==> src/rtl/fifo_drain_bram.sv <==
// Drains DEPTH words from a standard-mode FIFO into BRAM addresses 0..DEPTH-1,
// then holds a sticky done flag until the next accepted start.
module fifo_drain_bram #(
    parameter int DATA_W = 5,
    parameter int ADDR_W = 4,
    parameter int DEPTH  = 10
) (
    input  logic              fclk,
    input  logic              reset,
    input  logic              start,
    input  logic              fifo_empty,
    input  logic [DATA_W-1:0] fifo_dout,
    output logic              fifo_rd_en,
    output logic              bram_we,
    output logic [ADDR_W-1:0] bram_addr,
    output logic [DATA_W-1:0] bram_din,
    output logic              busy,
    output logic              done,
    output logic [ADDR_W:0]   count,
    output logic [1:0]        dbg_state
);

    typedef enum logic [1:0] {
        IDLE = 2'd0,
        RUN  = 2'd1,
        DONE = 2'd2
    } state_t;

    // Counters are one bit wider than the address so DEPTH = 2^ADDR_W does not wrap.
    localparam logic [ADDR_W:0] DEPTH_V = (ADDR_W + 1)'(DEPTH);
    localparam logic [ADDR_W:0] LAST_V  = DEPTH_V - (ADDR_W + 1)'(1);

    state_t          state;
    logic [ADDR_W:0] rd_cnt;
    logic [ADDR_W:0] wr_cnt;
    logic            vld;

    // Handshake: a read is issued in any RUN cycle where the FIFO is not empty and
    // fewer than DEPTH reads have gone out; fifo_dout is valid one cycle later,
    // which is exactly when vld (and thus bram_we) is high for that word.
    assign fifo_rd_en = (state == RUN) && !fifo_empty && (rd_cnt < DEPTH_V);
    assign bram_we    = vld;
    assign bram_din   = fifo_dout;
    assign bram_addr  = wr_cnt[ADDR_W-1:0];
    assign busy       = (state == RUN);
    assign done       = (state == DONE);
    assign count      = wr_cnt;
    assign dbg_state  = state;

    always_ff @(posedge fclk or negedge reset) begin
        if (!reset) begin
            state  <= IDLE;
            rd_cnt <= '0;
            wr_cnt <= '0;
            vld    <= 1'b0;
        end else begin
            case (state)
                IDLE, DONE: begin
                    vld <= 1'b0;
                    if (start) begin
                        state  <= RUN;
                        rd_cnt <= '0;
                        wr_cnt <= '0;
                    end
                end
                RUN: begin
                    vld <= fifo_rd_en;
                    if (fifo_rd_en) begin
                        rd_cnt <= rd_cnt + (ADDR_W + 1)'(1);
                    end
                    if (vld) begin
                        wr_cnt <= wr_cnt + (ADDR_W + 1)'(1);
                        if (wr_cnt == LAST_V) begin
                            state <= DONE;
                        end
                    end
                end
                default: begin
                    state <= IDLE;
                    vld   <= 1'b0;
                end
            endcase
        end
    end

endmodule
==> config.mk <==
export PLATFORM = sky130hd
export DESIGN_NAME = fifo_drain_bram
export DESIGN_NICKNAME = d
export VERILOG_FILES = /design/src/rtl/fifo_drain_bram.sv
export SDC_FILE = /design/constraint.sdc
export NUM_CORES = 1
export LEC_CHECK = 0
export CAP_MARGIN = 20
export CORE_ASPECT_RATIO = 0.9
export CORE_MARGIN = 2
export CORE_UTILIZATION = 45
export CTS_CLUSTER_DIAMETER = 100
export CTS_CLUSTER_SIZE = 20
export DETAILED_ROUTE_END_ITERATION = 6
export HOLD_SLACK_MARGIN = 0.1
export PLACE_DENSITY = 0.81
export SETUP_SLACK_MARGIN = 0.2
export SLEW_MARGIN = 20
export SYNTH_ARGS = -nofsm -noshare
export SYNTH_HDL_FRONTEND = slang
export SYNTH_SLANG_ARGS = --single-unit
export TNS_END_PERCENT = 50
==> constraint.sdc <==
create_clock -name fclk -period 2.1 [get_ports fclk]
set_input_delay 0.63 -clock fclk [delete_from_list [all_inputs] [get_ports fclk]]
set_output_delay 0.63 -clock fclk [all_outputs]
set_load 0.05 [all_outputs]
==> results of run 1 <==
==> cells by family (layout without fill, tap and decap cells) <==
kind of cell,count (synthesis),count (layout),synth area share [%]
AO/OA/AOI/OAI,16,16,15.7
XOR/XNOR,1,1,1.16
buffers and inverters,17,38,13.0
AND/OR/NAND/NOR,26,26,21.0
multiplexers,1,1,1.32
flip-flops,13,13,42.9
adder cells (fa/ha/maj),3,3,4.95
==> cell type report <==
| class | count | area share, % |
|---|---|---|
| sequential | 13 | 31.5 |
| inverter | 7 | 3.22 |
| multi-input combinational | 47 | 36.2 |
| clock buffer | 4 | 2.50 |
| tap | 24 | 2.86 |
| timing repair buffer | 27 | 23.7 |
==> power by group <==
group	internal (µW)	switching, µW
logic	421	657
clock network	73.5	82.5
registers	341	124
==> per-stage QoR <==
| step | hold slack, ns | instance area, µm² | setup slack (ns) | utilization [%] |
|---|---|---|---|---|
| floorplan | 0.334 | 791 | 0.00457 | - |
| global placement | 0.513 | 966 | -0.130 | 59.3 |
| detailed placement | 0.518 | 966 | -0.160 | 59.3 |
| CTS | 0.550 | 1040 | 0.209 | 63.6 |
| global route | 0.573 | 1050 | 0.174 | 64.4 |
| finish | 0.550 | 1050 | 0.211 | 64.4 |
==> state kept, by name, summed over array words and instances, names as in the netlist <==
register,flops
rd_cnt,5
dbg_state,2
count,5
bram_we,1
==> routing by layer <==
layer	vias up	wire, µm	global-route usage, %
met2	32	874	33.0
met4	0	27	6.11
met5	-	0	0
li1	310	-	-
met1	312	707	26.8
met3	6	143	6.38
==> how the worst min path moves through the flow <==
| stage | start | cells after the start | slack, ns | to |
|---|---|---|---|---|
| finish | rd_cnt[0] | 1 | 0.55 | rd_cnt[0] |
| global route | rd_cnt[0] | 1 | 0.57 | rd_cnt[0] |
| CTS | rd_cnt[0] | 1 | 0.55 | rd_cnt[0] |
| detailed placement | rd_cnt[4] | 1 | 0.52 | rd_cnt[4] |
| global placement | rd_cnt[4] | 1 | 0.51 | rd_cnt[4] |
| floorplan | reset | 0 | 0.33 | bram_we |
==> timing repair <==
item / in CTS / in global routing
endpoints found under the hold margin: 0 / 0
endpoints found under the setup margin: 2 / 3
pin swaps: 3 / 2
resized for setup: 9 / 2
setup buffers: 3 / 1
==> placed cells by master (no fill, tap or decap), types with 2 or more instances in the layout <==
cell type	n
ha_1	3
a21o_1	2
nand2_1	3
o211ai_1	2
clkbuf_4	3
buf_4	21
o21ai_0	3
nand2b_1	3
dfrtp_2	4
nor2b_1	2
dfrtp_1	9
clkdlybuf4s50_1	2
inv_1	5
buf_12	3
nand3_1	4
clkinvlp_4	2
==> results.md, run 1 <==
- Setup repair after global routing could not meet its margin everywhere.
- The worst setup path is launched from a primary input.
- The number of buffers inserted for hold repair after clock tree synthesis is 0.
- The clock root buffer is clkbuf_4.
- In this run the power density over the cells is about 1600 nW/µm².
- The upper clock frequency limit is 529 MHz.
- The routed wire length is 1750 µm.
- The biggest fanout along the worst timing path is 2.
- The critical path runs through a total of 5 cells.
- The worst-case headroom to the max-slew limit is approximately three fifths.
- The clock latency on the worst-skew pair is 0.27 ns.
- In this run the worst setup path begins at fifo_empty.
- Sorting the synthesized cells by area gives the leading types as dfrtp_1, buf_4, ha_1, inv_1, nand2b_1.
- The final number of hold-violating endpoints was 0.
- On the worst path, the slowest cell contributes a delay of ~0.21 ns.
- The top cell type by total area after synthesis is dfrtp_1.
- Counting both buffers and inverters, the worst setup path holds a total of 3.
- The flow ran to the end, and the final reports show no timing, DRC or antenna violations.
- The effective utilization at floorplan is 46.5%.
- The final number of max-transition violations is 0.
- In this run the biggest area consumer among cell types represents 42.9% of the synthesized area.
- The clock passes through at most 2 buffers.
- The wire-length estimate of the detail-placed layout is 1210 µm.
- Counting flops and latches in the post-synthesis netlist gives 13.
- Each instance of the synthesized netlist takes up on average 9.85 µm².
- The type of element capturing the critical path is an output port.
- The wire length per cell is 14.4 µm.
- The number of nets in the synthesized netlist is 89.
- The mapped netlist covers about 760 µm².
- Detailed routing inserted a total of 660 vias.
- The finished layout holds 122 standard cells, fillers aside.
- The synthesis-to-layout area growth is 38.4%.
- The clock edge transition at the registers on the reported setup and hold paths is ~0.080 ns.
- The cell count after synthesis came out at a little under 80.
- The most used flip-flop cell after synthesis is dfrtp_1.
- The first global-routing pass estimated 3020 µm of wire.
- For flop-to-flop paths, the worst setup slack is 0.54 ns.
- The total placed cells including tap cells is 114.
- In this run, CTS created clock tree buffers numbering 3.
- The worst setup path category is primary input to output port.
- The area used by multi-input combinational logic is between 300 and 400 µm².
- The fraction of registers with async set or reset after synthesis is 100%.
- The ratio of routed vias to standard cells is 5.41.
- The total of buffers placed on input and output ports is 18.
- The sum of internal, switching and leakage power is 1700 µW.
- The number of sinks on the clock net is 13.
- The required time at the endpoint of the critical path is between 1 and 1.5 ns.
- The width of the chip is 47.3 µm.
- The endpoint of the most critical register-to-register path is rd_cnt[2].
- The antenna diode count is 0.
- Summed over all layers, the global routing overflow is 0.
- The number of antenna-violating nets in the routed design is 0.
- The register area is roughly 330 µm².
- The accumulated negative setup slack is 0 ns.
- The leakage power total is 0.000470 µW.
- The number of DRC violations after detailed-routing iteration 0 is 17.
- The H-tree depth is 1.
- The count of cell types in the netlist is 32.
- Counting the fill cells in the layout gives 148.
- In the routed design, unresolved DRC markers number 0.
- The end point of the critical path is fifo_rd_en.
- The worst register-to-register path begins at dbg_state[1].
- Broken down by cell family, the worst path's largest delay share belongs to buffers and inverters.
- At the pin with the least slew margin, the transition time is 0.615 ns.
- Traced cell by cell, the critical path runs through clkdlybuf4s15_2 > nor2_4 > nand3_4 > clkinvlp_4 > buf_12.
- The floorplan has 14 rows.
- Global routing consumed, over all layers together, between 20% and 30% of the routing resources.
- Across the run, the number of max-cap violations was 0.
- After synthesis, the most frequently instantiated cells are dfrtp_1, buf_4, inv_1.
- The clock skew after layout is 0.00519 ns.
- The number of global-route vias before repair is 668.
- The type of the most critical hold path is flip-flop to flip-flop.
- The final cycle utilization of the critical path is 90.0%.
- Of the synthesized area, sequential elements account for 42.9%.
- Yosys printed 0 warnings.
- The first TritonRoute pass finished after 4 iterations.
- The weighted congestion at the end of routability-driven global placement is between 0.7 and 0.8.
- For this run, the post-layout net count is 111.
- The core outline area is ~1600 µm².
- The die footprint is ~2000 µm².
- The number of cells on the worst reg-to-reg path is 4.
- Across the VDD grid, the largest voltage drop is 1.11 mV.
- The slowest stage of the critical path is the clkdlybuf4s15_2 cell.
- dfrtp_1 is the most common cell in the netlist.
- The arrival time at the worst endpoint is about 1.3 ns.
- Entering global routing, the biggest net connects 15 pins.
- The number of antenna violations at the first check in global routing was 0.
- The height of the chip is ~43 µm.
- The ratio of cells with drive above 1 in the final layout is between 40% and 50%.
- Setup violations remaining at the end of the flow were counted as 0.
- 29 I/O pins were placed.
- The synthesized design contains 0 enable-type register cells.
- The final critical path time including I/O delays and setup is 1.89 ns.
- The CTS tree is built.
Power figures use the tool's default switching activity.
==> inputs of run 2 (changes only) <==
Settings changed: CTS_CLUSTER_SIZE 20 to not set.
==> results of run 2 <==
Same layout as run 1: the final DEF is identical, and so are final timing and power.
==> inputs of run 3 (changes only) <==
Settings changed: CTS_BUF_LIST set to sky130_fd_sc_hd__clkbuf_16, TNS_END_PERCENT 50 to not set.
==> results.md, run 3 (synthesis gave the netlist of run 1 again) <==
- The worst setup path is captured at an output port.
- Compared with the post-synthesis result, the final layout area differs by 41.7%.
- The number of gates on the worst path with buffers counted is 4.
- The final number of hold-violating endpoints is 0.
- The switching part of the total is 47.1%.
- In this run the power spent charging and discharging nets is slightly below 900 µW.
- The final number of max-transition violations is 0.
- At the end of the flow the core is filled with cells to 66.0%.
- The floorplan step set the die height to 42.9 µm.
- The clock group share of total power is 19.1%.
- Setup repair after global routing left no endpoint under its margin.
- STA puts the critical path data required time at 1.47 ns.
- The CTS tree is built.
- The weighted congestion at the end of routability-driven global placement is 0.795.
- For this run, the detailed router's first-pass iteration total came to 4.
- The total track usage is 22.1%.
- The wire length per cell is between 15 and 20 µm.
- The worst path uses 87.9% of the clock period.
- The number of antenna-violating nets in the routed design is 0.
- After detailed routing, the number of vias per cell comes to 5.48.
- Cell internal power was estimated by the tool at 993 µW.
- The number of global-route vias before repair is 676.
- The worst setup path is launched from a flip-flop.
- Derived from the worst setup path, the maximum achievable clock frequency is 542 MHz.
- The post-layout instance count excluding filler cells is 120.
- The detailed router placed between 600 and 700 vias in this run.
- Traced cell by cell, the critical path runs through o21ai_4 > nand3_4 > clkinvlp_4 > buf_12.
- 29 I/O pins were placed.
- The clock edge transition at the registers on the reported setup and hold paths is ~0.04 ns.
- In this run the number of H-tree levels came out at 1.
- The biggest fanout along the worst timing path is 4.
- The number of placement rows is 14.
- Summed over all nets, the half-perimeter wirelength after detailed placement is 1210 µm.
- Clock skew on the completed layout was measured at approximately 0.0043 ns.
- The global-route wire length before repair is between 3000 and 4000 µm.
- The repair_antennas step left the layout with diodes totalling 0.
- The width of the chip is 47.3 µm.
- The clock passes through at most 2 buffers.
- The flop-to-flop setup slack is 0.55 ns.
- The core outline area is roughly 1600 µm².
- The cell at the slowest stage of the critical path is dfrtp_1.
- The sum of internal, switching and leakage power is 1880 µW.
- The finished cells cover 1070 µm².
- The accumulated negative setup slack is 0 ns.
- The depth of the worst register-to-register path is 4.
- The top cell types in the final layout, fill and taps aside, are buf_4, dfrtp_1, inv_1.
- The clock buffer count from CTS is 3.
- The arrival time at the worst endpoint is approximately 1.2 ns.
- The critical hold path startpoint is rd_cnt[0].
- The effective utilization at floorplan is 46.5%.
- The net count reported at finish is 109.
- At the later pin of the worst-skew pair, clock insertion delay measures 0.25 ns.
- On the critical path the largest part of the delay comes from flip-flops.
- The startpoint identified for the worst register-to-register timing path is dbg_state[1].
- The largest single stage delay on the critical path is 0.43 ns.
- After clock tree synthesis, the flow added hold-fix buffers numbering 0.
- The ratio of cells with drive above 1 in the final layout is 39.6%.
- The proportion of power drawn by combinational gates is 55.9%.
- The routed wire length is 1800 µm.
- The tightest min-delay check is of the flip-flop to flip-flop type.
- The power density over the cells is 1750 nW/µm².
- Port buffering added 18 buffers.
- Summing all placed instances gives a cell area of 966 µm².
- The number of antenna violations at the first check in global routing is 0.
- The final critical path time including I/O delays and setup is 1.85 ns.
- The critical path contains buffers and inverters numbering 2 combined.
- VDD sags by at most 1.05 mV.
- The clock root buffer is clkbuf_16.
- The endpoint identified for the worst register-to-register timing path is rd_cnt[2].
- Global routing finished with a remaining overflow of 0.
- Of the total power, registers draw about a quarter.
- The endpoint of the worst hold-timing path is rd_cnt[0].
- The number of filler instances in the final layout is 139.
- Max-cap violations in this run came to 0.
- The commonest non-fill, non-tap cell in the layout is buf_4.
- CTS saw 13 sinks.
- Entering global routing, the biggest net connects 15 pins.
- The worst setup path is of the flip-flop to output port kind.
- Headroom to the max-slew limit came out at 58.8%.
- The run finished with clean final reports.
- The floorplan step defined a die boundary enclosing just over 2000 µm².
- The number of DRC violations after detailed-routing iteration 0 is 15.
- After detailed placement, the design holds a cell count of 114.
- The slew at the pin closest to its max-slew limit is around 0.62 ns.
- After detailed routing, the number of remaining DRC violations is 0.
- The total of endpoints with negative setup slack in the final report is 0.
- The leakage power total is 0.000487 µW.
- The instance count along the most critical hold path is 1.
==> run 3: routing by layer <==
metal / share of wire, % / vias up / wire, µm / GRT usage (%)
met5: 0 / - / 0 / 0
met4: 3.2 / 0 / 58 / 13.9
met2: 50 / 29 / 893 / 33.5
met3: 8.2 / 9 / 148 / 7.66
met1: 39 / 316 / 701 / 25.7
li1: - / 303 / - / -
==> run 3: power by group through the flow <==
stage / sequential [µW] / clock, µW / combinational, µW
4_1_cts: 468 / 371 / 1050
5_1_grt: 487 / 380 / 1130
3_5_place_dp: 460 / 0 / 1020
2_1_floorplan: 620 / 0 / 573
6_report: 471 / 358 / 1050
3_3_place_gp: 452 / 0 / 1000
==> run 3: layout make-up <==
class / instances / area (µm²) / area share, %
Clock buffer: 3 / 75.1 / 6.98
Inverter: 7 / 33.8 / 3.14
Tap cell: 24 / 30.0 / 2.79
Sequential cell: 13 / 329 / 30.6
Multi-Input combinational cell: 47 / 375 / 34.9
Clock inverter: 1 / 3.75 / 0.349
Timing Repair Buffer: 25 / 228 / 21.2
==> run 3: stage by stage <==
stage / worst slack [ns] / hold WS (ns)
floorplan: 0.00457 / 0.334
global placement: -0.130 / 0.513
detailed placement: -0.160 / 0.518
CTS: 0.220 / 0.543
global route: 0.206 / 0.564
finish: 0.255 / 0.540
==> run 3: how the worst max path moves through the flow <==
stage / start / to
after floorplan: dbg_state[1] / fifo_rd_en
final: rd_cnt[1] / fifo_rd_en
after CTS: rd_cnt[2] / fifo_rd_en
after global routing: rd_cnt[1] / fifo_rd_en
after global placement: fifo_empty / fifo_rd_en
after detailed placement: fifo_empty / fifo_rd_en
==> run 3: repair_timing <==
| item | in CTS | in global routing |
|---|---|---|
| endpoints found under the setup margin | 2 | 1 |
| cloned | 0 | 0 |
| pin swaps | 2 | 3 |
| setup buffers | 2 | 0 |
| gates resized for setup | 8 | 2 |
